===== src/rtl/jt51_acc_unit.sv =====
// -----------------------------------------------------------------------------
// jt51_acc_unit
// Per-sample output accumulator for a 32-slot FM operator pipeline.
// Each cen=1 clock processes one operator slot. Carrier outputs for the
// current channel algorithm are summed into 19-bit left/right accumulators.
// At every sample boundary (cen=1 with m1_enters=1) the sums are saturated to
// 16 bits and published. A low-resolution copy with a 10-bit mantissa is
// published at the same time.
//
// Ports
//   clk, rst_n          clock, asynchronous active-low reset
//   cen                 clock enable, one slot per enabled edge
//   m1/m2/c1/c2_enters  first-slot pulses of the four 8-slot groups
//   op31_acc            marks slot 31 (channel 7, C2)
//   rl_I[1:0]           channel output enables: bit0 left, bit1 right
//   con_I[2:0]          channel connection algorithm
//   op_out[13:0]        signed operator output of the current slot
//   ne, noise_mix[11:0] noise enable and signed noise sample (slot 31 only)
//   xleft, xright       saturated full-resolution sample
//   left, right         saturated sample with a 10-bit mantissa
// -----------------------------------------------------------------------------
module jt51_acc_unit (
    input  logic               clk,
    input  logic               rst_n,
    input  logic               cen,
    input  logic               m1_enters,
    input  logic               m2_enters,
    input  logic               c1_enters,
    input  logic               c2_enters,
    input  logic               op31_acc,
    input  logic [1:0]         rl_I,
    input  logic [2:0]         con_I,
    input  logic signed [13:0] op_out,
    input  logic               ne,
    input  logic signed [11:0] noise_mix,
    output logic signed [15:0] xleft,
    output logic signed [15:0] xright,
    output logic signed [15:0] left,
    output logic signed [15:0] right
);

    typedef enum logic [1:0] {
        GRP_M1 = 2'd0,
        GRP_M2 = 2'd1,
        GRP_C1 = 2'd2,
        GRP_C2 = 2'd3
    } grp_t;

    grp_t               grp_r;
    grp_t               grp_s;
    logic               sum_en_s;
    logic signed [13:0] slot_val_s;
    logic signed [18:0] slot_ext_s;
    logic signed [18:0] contrib_l_s;
    logic signed [18:0] contrib_r_s;
    logic signed [18:0] acc_l_r;
    logic signed [18:0] acc_r_r;
    logic signed [15:0] sat_l_s;
    logic signed [15:0] sat_r_s;

    // Clamp a 19-bit sum into the signed 16-bit output range.
    function automatic logic signed [15:0] sat16(input logic signed [18:0] x);
        if (x > 19'sd32767) begin
            sat16 = 16'sd32767;
        end else if (x < -19'sd32768) begin
            sat16 = -16'sd32768;
        end else begin
            sat16 = x[15:0];
        end
    endfunction

    // Keep a 10-bit mantissa: pick the smallest exponent that brings the
    // value into [-512, 511], then clear the bits shifted out.
    function automatic logic signed [15:0] lowres(input logic signed [15:0] x);
        logic signed [15:0] sh;
        logic               done;
        lowres = x;
        done   = 1'b0;
        for (int e = 0; e < 7; e++) begin
            sh = x >>> e;
            if (!done && (sh >= -16'sd512) && (sh <= 16'sd511)) begin
                lowres = sh <<< e;
                done   = 1'b1;
            end else begin
                done   = done;
            end
        end
    endfunction

    // Group of the current slot: an enters pulse takes effect in its own slot.
    always_comb begin
        grp_s = grp_r;
        if (m1_enters) begin
            grp_s = GRP_M1;
        end else if (m2_enters) begin
            grp_s = GRP_M2;
        end else if (c1_enters) begin
            grp_s = GRP_C1;
        end else if (c2_enters) begin
            grp_s = GRP_C2;
        end else begin
            grp_s = grp_r;
        end
    end

    // Decide whether this slot is a carrier for the channel's algorithm.
    always_comb begin
        sum_en_s = 1'b0;
        case (grp_s)
            GRP_M1:  sum_en_s = (con_I == 3'd7);
            GRP_M2:  sum_en_s = (con_I >= 3'd5);
            GRP_C1:  sum_en_s = (con_I >= 3'd4);
            GRP_C2:  sum_en_s = 1'b1;
            default: sum_en_s = 1'b0;
        endcase
    end

    // Select the slot value (noise replaces slot 31) and gate it per side.
    always_comb begin
        slot_val_s = op_out;
        if (ne && op31_acc) begin
            slot_val_s = {noise_mix, 2'b00};
        end else begin
            slot_val_s = op_out;
        end
        slot_ext_s  = {{5{slot_val_s[13]}}, slot_val_s};
        contrib_l_s = (sum_en_s && rl_I[0]) ? slot_ext_s : 19'sd0;
        contrib_r_s = (sum_en_s && rl_I[1]) ? slot_ext_s : 19'sd0;
    end

    assign sat_l_s = sat16(acc_l_r);
    assign sat_r_s = sat16(acc_r_r);

    // Slot accumulation, group tracking and sample-boundary output registers.
    always_ff @(posedge clk or negedge rst_n) begin
        if (!rst_n) begin
            grp_r   <= GRP_M1;
            acc_l_r <= 19'sd0;
            acc_r_r <= 19'sd0;
            xleft   <= 16'sd0;
            xright  <= 16'sd0;
            left    <= 16'sd0;
            right   <= 16'sd0;
        end else if (cen) begin
            grp_r <= grp_s;
            if (m1_enters) begin
                xleft   <= sat_l_s;
                xright  <= sat_r_s;
                left    <= lowres(sat_l_s);
                right   <= lowres(sat_r_s);
                acc_l_r <= contrib_l_s;
                acc_r_r <= contrib_r_s;
            end else begin
                acc_l_r <= acc_l_r + contrib_l_s;
                acc_r_r <= acc_r_r + contrib_r_s;
            end
        end else begin
            grp_r <= grp_r;
        end
    end

endmodule


===== config.mk =====
export PLATFORM = sky130hd
export DESIGN_NAME = jt51_acc_unit
export DESIGN_NICKNAME = d
export VERILOG_FILES = /design/src/rtl/jt51_acc_unit.sv
export SDC_FILE = /design/constraint.sdc
export NUM_CORES = 1
export LEC_CHECK = 0
export BUFFER_PORTS_ARGS = -buffer_cell sky130_fd_sc_hd__buf_2
export CAP_MARGIN = 20
export CORE_MARGIN = 1
export CORE_UTILIZATION = 57
export CTS_CLUSTER_SIZE = 40
export DETAILED_ROUTE_END_ITERATION = 12
export GPL_TIMING_DRIVEN = 1
export PLACE_DENSITY = 0.81
export SLEW_MARGIN = 25
export SYNTH_ARGS = -nofsm -noshare
export SYNTH_HDL_FRONTEND = slang
export SYNTH_SLANG_ARGS = --single-unit

===== constraint.sdc =====
create_clock -name clk -period 4.45 [get_ports clk]
set_input_delay 0 -clock clk [delete_from_list [all_inputs] [get_ports clk]]
set_output_delay 0 -clock clk [all_outputs]
set_load 0.02 [all_outputs]

==> results of run 1 <==
## Yosys cell counts (2+ instances only)
cell | n | area (sq um)
nor2_1 | 95 | 356.6
a21oi_1 | 85 | 425.4
dfrtp_1 | 84 | 2102
nand2_1 | 68 | 255.2
o21ai_0 | 63 | 315.3
ha_1 | 36 | 450.4
clkbuf_1 | 25 | 93.84
buf_4 | 20 | 150.1
inv_1 | 20 | 75.07
mux2i_1 | 20 | 200.2
nor3_1 | 18 | 90.09
xor2_1 | 16 | 140.1
nand3_1 | 15 | 75.07
a211oi_1 | 12 | 90.09
a21o_1 | 12 | 90.09
xnor2_1 | 11 | 96.34
o21a_1 | 8 | 60.06
a31oi_1 | 5 | 31.28
nand4_1 | 5 | 31.28
o211ai_1 | 5 | 37.54
o31ai_1 | 5 | 37.54
or3_1 | 5 | 31.28
and2_1 | 4 | 25.02
buf_1 | 4 | 15.01
mux2_2 | 4 | 45.04
nor2b_1 | 4 | 25.02
a211o_1 | 3 | 26.28
a22oi_1 | 3 | 22.52
and3_1 | 3 | 18.77
nand3b_1 | 3 | 22.52
o21bai_1 | 3 | 22.52
o221ai_1 | 3 | 26.28
or2_2 | 3 | 18.77
a311oi_1 | 2 | 17.52
a41oi_1 | 2 | 17.52
and4_1 | 2 | 17.52
buf_2 | 2 | 10.01
clkinv_1 | 2 | 7.510
fa_1 | 2 | 40.04
maj3_2 | 2 | 22.52
nand2b_1 | 2 | 12.51
## placed cells by master, fill, tap and decap left out, drive strengths merged, types with 15 or more instances in the layout
master and n:
a21oi 86, inv 23, nor3 19, nand3 15, xor2 16, o21ai 64, dfrtp 84, nand2 68
buf 107, mux2i 20, ha 36, nor2 96
## how the worst min path moves through the flow
stage,start,to,slack (ns),cells past startpoint
after floorplan,rst_n,acc_l_r[0],-0.30,0
after global placement,rst_n,xright[9],0.26,1
after detailed placement,rst_n,xright[5],0.11,1
after CTS,m2_enters,grp_r[0],0.09,3
after global routing,m2_enters,grp_r[0],0.14,3
final,m2_enters,grp_r[0],0.10,3
## logic make-up after synthesis
| logic type | synth area share (%) |
|---|---|
| DFF | 35.41 |
| and+or+nand+nor | 17.62 |
| adders and majority gates | 8.641 |
| muxes | 4.131 |
| xor gates and xnor gates | 3.983 |
| buffers and inverters | 6.112 |
| AOI/OAI and AO/OA | 24.11 |
## metal layers
metal | wire length [microns] | vias up | part of all wire [%] | global-route usage (%)
met1 | 6560 | 2517 | 47 | 37.89
met2 | 6348 | 196 | 45 | 43.43
met5 | 0 | - | 0 | 0
met4 | 333 | 0 | 2.4 | 10.20
li1 | - | 2662 | - | -
met3 | 796 | 31 | 5.7 | 3.258
## layout make-up
type	instances	area (sq um)
Sequential cell	84	2102
Timing Repair Buffer	108	561.8
Multi-Input combinational cell	555	3475
Clock inverter	7	48.80
Tap cell	133	166.4
Clock buffer	9	123.9
Inverter	22	82.58
Fill cell	817	3395
## critical path, cell delays in order (launching register included)
cell and delay [ns]:
dfrtp_1 0.41, o21ba_4 0.22, o21ba_1 0.19, maj3_2 0.34, o211ai_4 0.41, nor2_1 0.13, ha_1 0.24, inv_1 0.09
fa_1 0.23, nor2b_4 0.06, o31a_1 0.29, o311ai_4 0.30, a21oi_2 0.11, o31ai_2 0.38, nor4b_1 0.10, a211o_1 0.24
a31oi_1 0.14
## power groups by stage
stage | Clock (uW) | Sequential, uW | Combinational, uW
6_report | 511 | 1010 | 860
5_1_grt | 552 | 1030 | 953
4_1_cts | 514 | 1010 | 858
3_5_place_dp | 0 | 1030 | 853
3_3_place_gp | 0 | 1020 | 831
2_1_floorplan | 0 | 1080 | 576
## state kept, by name, indices dropped and copies added, names as in the netlist
register	count
acc_l_r	19
acc_r_r	19
xleft	16
xright	16
left	6
right	6
grp_r	2
## metrics by stage
| step | setup WS, ns | hold WS (ns) | total power, uW | util, % |
|---|---|---|---|---|
| final | 0.4805 | 0.1039 | 2382 | 65.90 |
| after global routing | 0.2982 | 0.1352 | 2534 | 65.90 |
| after CTS | 0.5293 | 0.09422 | 2382 | 65.90 |
| after floorplan | 0.8486 | -0.2956 | 1658 | - |
| after detailed placement | 0.5523 | 0.1083 | 1878 | 64.06 |
| after global placement | 0.7242 | 0.2595 | 1846 | 64.03 |
==> impl_metrics.json, run 1 <==
{
  "intPower_uw": 1412,
  "clock-sinks": 84,
  "ctsResizeCount": 0,
  "cts_tree": "yes",
  "cp-end-kind": "flip-flop",
  "grt_pass1_wl_mm": 23.66,
  "routed_wl_mm": 14.04,
  "ys.flop_type": "dfrtp_1",
  "grt_overflow": 0,
  "power.leakage_uw": 0.003190,
  "core_area_sq_um": 9955,
  "r2r_slack_ns": 0.48,
  "area_growth_pct": 10.50,
  "drc": 0,
  "drt_iter0_drc": 334,
  "initial_core_util_pct": 59.64,
  "wl_per_cell_microns": 15.29,
  "crit_path_start_kind": "flip-flop",
  "path_max_fanout": 15,
  "setup_viol": 0,
  "postCtsHoldBufs": 1,
  "p_per_area_nw_per_um2": 363.1,
  "port-buffer-count": 103,
  "startpoint": "grp_r[0]",
  "die_h_microns": 104.1,
  "synthDistinctLibCells": 68,
  "cts_made_buffers": 9,
  "antenna_found_initial": 0,
  "synth_seq_cells": 84,
  "yosysSeqAreaShare_pct": 35.41,
  "yosysWarnings": 0,
  "async_flop_share_pct": 100.0,
  "outcome": "finished clean",
  "synth_edf_count": 0,
  "p_seq_share_pct": 42.4,
  "ios": 104,
  "fin_cells": 918,
  "timing.rr.end": "acc_l_r[18]",
  "slew_violations": 0,
  "synth_nets": 791,
  "peakVddDrop_v": 0.0001925,
  "crit_type": "flip-flop to flip-flop",
  "avgSynthCellArea_sq_um": 8.327,
  "clockRootBuffer": "clkbuf_8",
  "cts_setup_buffers": 0,
  "place_inst": 901,
  "post_dp_cell_area_sq_um": 6377,
  "fmax_ghz": 0.2519,
  "num_rows": 36,
  "netlist_area_sq_um": 5937,
  "vias_per_cell": 5.889,
  "clk_path_buf_depth": 2,
  "worst_pin_slew_ns": 1.013,
  "syn_inst": 713,
  "grt_start_max_net_pins": 85,
  "htreeDepth": 3,
  "die-area_sq_um": 10830,
  "fin_area_sq_um": 6560,
  "p_sw_uw": 969.9,
  "final_layout_size_suffix_gt1_share_pct": 18.34,
  "grt_pass1_vias": 5019,
  "clock_latency_ns": 0.37,
  "endpoint": "acc_l_r[18]",
  "antennaDiodeCount": 0,
  "setup_tns_ns": 0,
  "power.share.clock_pct": 21.5,
  "finalNetCount": 858,
  "swShare_pct": 40.72,
  "post-route-period-util_pct": 89.20,
  "max_cap_violations": 0,
  "comb_power_share_pct": 36.1,
  "first_pass_iters": 5,
  "dr_total_vias": 5406,
  "rsz0062_at_grt": "false",
  "relSlewSlack_pct": 32.22,
  "hold_violations": 0,
  "min_period_ns": 3.969,
  "hold_class": "input pin to flip-flop",
  "clkTransAtPathRegs_ns": 0.09,
  "crit_required_ns": 4.75,
  "grt_usage_pct": 27.17,
  "dp_hpwl_mm": 10.47,
  "timing.rr.start": "grp_r[0]",
  "reg2reg_depth": 16,
  "gp_congestion": 0.9352,
  "finClkSkew_ns": 0.007868,
  "die_w_microns": 104.1,
  "detail-route-antenna-nets": 0,
  "arrival_ns": 4.27
}
Note: power is estimated with default switching activity, not from simulation.
==> inputs of run 2 (changes only) <==
--- a/config.mk
+++ b/config.mk
@@ -5,14 +5,14 @@
 export SDC_FILE = /design/constraint.sdc
 export NUM_CORES = 1
 export LEC_CHECK = 0
+export ABC_AREA = 1
 export BUFFER_PORTS_ARGS = -buffer_cell sky130_fd_sc_hd__buf_2
-export CAP_MARGIN = 20
 export CORE_MARGIN = 1
-export CORE_UTILIZATION = 57
+export CORE_UTILIZATION = 58
 export CTS_CLUSTER_SIZE = 40
 export DETAILED_ROUTE_END_ITERATION = 12
 export GPL_TIMING_DRIVEN = 1
-export PLACE_DENSITY = 0.81
+export PLACE_DENSITY = 0.89
 export SLEW_MARGIN = 25
 export SYNTH_ARGS = -nofsm -noshare
 export SYNTH_HDL_FRONTEND = slang
==> impl_metrics.json, run 2 <==
{
  "clk_path_buf_depth": 2,
  "min_period_ns": 3.045,
  "max_stage_delay_ns": 0.38,
  "cp-end-kind": "flip-flop",
  "setup_slack_ns": 1.405,
  "crit_path_start_kind": "flip-flop",
  "fin_area_sq_um": 7357,
  "final_layout_size_suffix_gt1_share_pct": 15.27,
  "slew_violations": 0,
  "grt_pass1_wl_mm": 28.82,
  "finClkSkew_ns": 0.009632,
  "fin_cells": 1175,
  "synth_nets": 1034,
  "relSlewSlack_pct": 45.79,
  "yosysWarnings": 0,
  "ios": 104,
  "dp_hpwl_mm": 13.31,
  "initial_core_util_pct": 60.30,
  "clockRootBuffer": "clkbuf_16",
  "max_cap_violations": 0,
  "hold_violations": 0,
  "detail-route-antenna-nets": 0,
  "clock-sinks": 84,
  "finalNetCount": 1108,
  "path_max_fanout": 9,
  "crit_type": "flip-flop to flip-flop",
  "wl_met1_mm": 8.156,
  "die-area_sq_um": 11850,
  "post-route-period-util_pct": 68.42,
  "drc": 0,
  "top_regs": "acc_l_r (19), acc_r_r (19)",
  "grt_start_max_net_pins": 63,
  "routed_wl_mm": 17.84,
  "setup_viol": 0,
  "antenna_found_initial": 0,
  "place_ws_ns": 1.374,
  "wl_met3_mm": 1.480,
  "fmax_ghz": 0.3284,
  "wl_per_cell_microns": 15.18,
  "dr_total_vias": 6767,
  "grt_pass1_vias": 6269,
  "clkTransAtPathRegs_ns": 0.07,
  "die_h_microns": 108.9,
  "die_w_microns": 108.9,
  "grt_usage_pct": 31.33,
  "cpLargestDelayFamily": "simple AND/OR/NAND/NOR gates",
  "place_inst": 1158,
  "antennaDiodeCount": 0,
  "cts_tree": "yes",
  "synth_edf_count": 0,
  "yosysTopAreaCell": "dfrtp_1",
  "vias_per_cell": 5.759,
  "yosysSeqAreaShare_pct": 31.74,
  "peakVddDrop_v": 0.0003311,
  "grt_overflow": 0,
  "htreeDepth": 3,
  "ys.flop_type": "dfrtp_1",
  "arrival_ns": 3.33,
  "crit_path_cell_trace": "nor2_1 > nand2_1 > nand3_4 > o21bai_4 > nand3_4 > inv_4 > nand3_1 > inv_1 > ha_1 > inv_1 > fa_1 > inv_1 > nand3_1 > nand3_1 > nand3_1 > nand2b_1 > nand2_1 > a21o_1 > nand3_1 > o21ai_0 > nand2_1",
  "dr_wl_met2_mm": 7.869,
  "clock_latency_ns": 0.35,
  "area_growth_pct": 11.09,
  "final_cell_mix": "nand2_1, buf_2, inv_1",
  "post_dp_cell_area_sq_um": 7047,
  "syn_inst": 956,
  "port-buffer-count": 103,
  "cts_made_buffers": 9,
  "num_rows": 38,
  "core_area_sq_um": 10980,
  "setup_tns_ns": 0,
  "avgSynthCellArea_sq_um": 6.927,
  "top_layer": "met4",
  "gp_congestion": 0.9536,
  "ys_top_cells_by_area": "dfrtp_1, nand2_1, ha_1, inv_1, nor2_1",
  "rsz0062_at_grt": "false",
  "path_buf_inv": 4,
  "cpMostUsedCell": "nand3_1",
  "async_flop_share_pct": 100.0,
  "ctsResizeCount": 0,
  "crit_required_ns": 4.74,
  "synthDistinctLibCells": 48,
  "netlist_area_sq_um": 6623,
  "power.leakage_uw": 0.004099,
  "p_per_area_nw_per_um2": 376.1,
  "power.total_uw": 2767,
  "crit_path_top_delay_cell": "fa_1",
  "hold_class": "input pin to flip-flop",
  "final_common_cell": "nand2_1",
  "synth_most_common_cell": "nand2_1",
  "first_pass_iters": 6,
  "synthTopCellsByCount": "nand2_1, inv_1, nor2_1",
  "drt_iter0_drc": 511,
  "outcome": "finished clean",
  "cts_setup_buffers": 0,
  "synth_top_area_share_pct": 31.74,
  "synth_seq_cells": 84,
  "worst_pin_slew_ns": 0.8132
}
-- run 2: changes by cell type after synthesis, sizes merged, moves of 8 or more --
| cell | delta |
|---|---|
| xor2 | -10 |
| nor3 | -10 |
| nand3 | +52 |
| xnor2 | -11 |
| nand3b | +8 |
| a211oi | -13 |
| clkbuf | -16 |
| inv | +84 |
| a21oi | -30 |
| nand4 | +11 |
| mux2i | -18 |
| o211ai | +8 |
| nand2 | +229 |
-- run 2: what timing repair did --
action,CTS,global route
hold endpoints to repair,23,0
hold buffers,1,0
endpoints found under the setup margin,0,0
-- run 2: cell type report --
| type | count | area, sq um |
|---|---|---|
| clock buffers | 9 | 225.2 |
| repair buffers | 106 | 543.0 |
| well taps | 140 | 175.2 |
| inverters | 105 | 400.4 |
| clock inverters | 7 | 75.07 |
| fillers | 971 | 3626 |
| flip-flops and latches | 84 | 2102 |
| multi-input cells | 724 | 3836 |
-- run 2: final timing paths --
kind	from	end	slack (ns)	cells past startpoint
min in group asynchronous	rst_n	acc_r_r[16]	0.07	2
max	grp_r[1]	acc_r_r[10]	1.41	21
min reg2reg	xright[3]	xright[3]	0.48	2
min	op_out[0]	acc_l_r[0]	0.02	3
max reg2reg	grp_r[1]	acc_r_r[10]	1.41	21
max in group asynchronous	rst_n	xright[1]	3.27	3
-- run 2: worst min-delay path: stages --
cell	delay, ns
buf_2	0.12
nand3_1	0.10
o211ai_1	0.09
-- run 2: logic make-up (layout without fill, tap and decap cells) --
kind of cell | after synthesis | after routing | synth area share, %
XOR/XNOR | 6 | 6 | 0.7935
adder cells (fa/ha/maj) | 38 | 38 | 7.406
AND/OR/NAND/NOR | 494 | 494 | 32.36
flip-flops | 84 | 84 | 31.74
AO/OA/AOI/OAI | 176 | 176 | 15.66
multiplexers | 10 | 10 | 1.663
buffers and inverters | 148 | 227 | 10.37
-- run 2: report_power, final --
part	total [uW]	internal, uW	switching, uW
Sequential	1010	894	113
Combinational	986	318	668
Clock	775	438	337
Total	2770	1650	1120
-- run 2: through the flow --
| step | utilization (%) | hold WS, ns |
|---|---|---|
| after floorplan | - | -0.2956 |
| after global placement | 64.16 | -0.08607 |
| after detailed placement | 64.16 | -0.08421 |
| after CTS | 66.99 | 0.002182 |
| after global routing | 66.99 | 0.04808 |
| final | 66.99 | 0.02110 |
-- run 2: metal layers --
layer / vias up / global-route usage [%]
li1: 3298 / -
met1: 3115 / 43.70
met2: 323 / 49.55
met3: 31 / 5.021
met4: 0 / 10.23
met5: - / 0
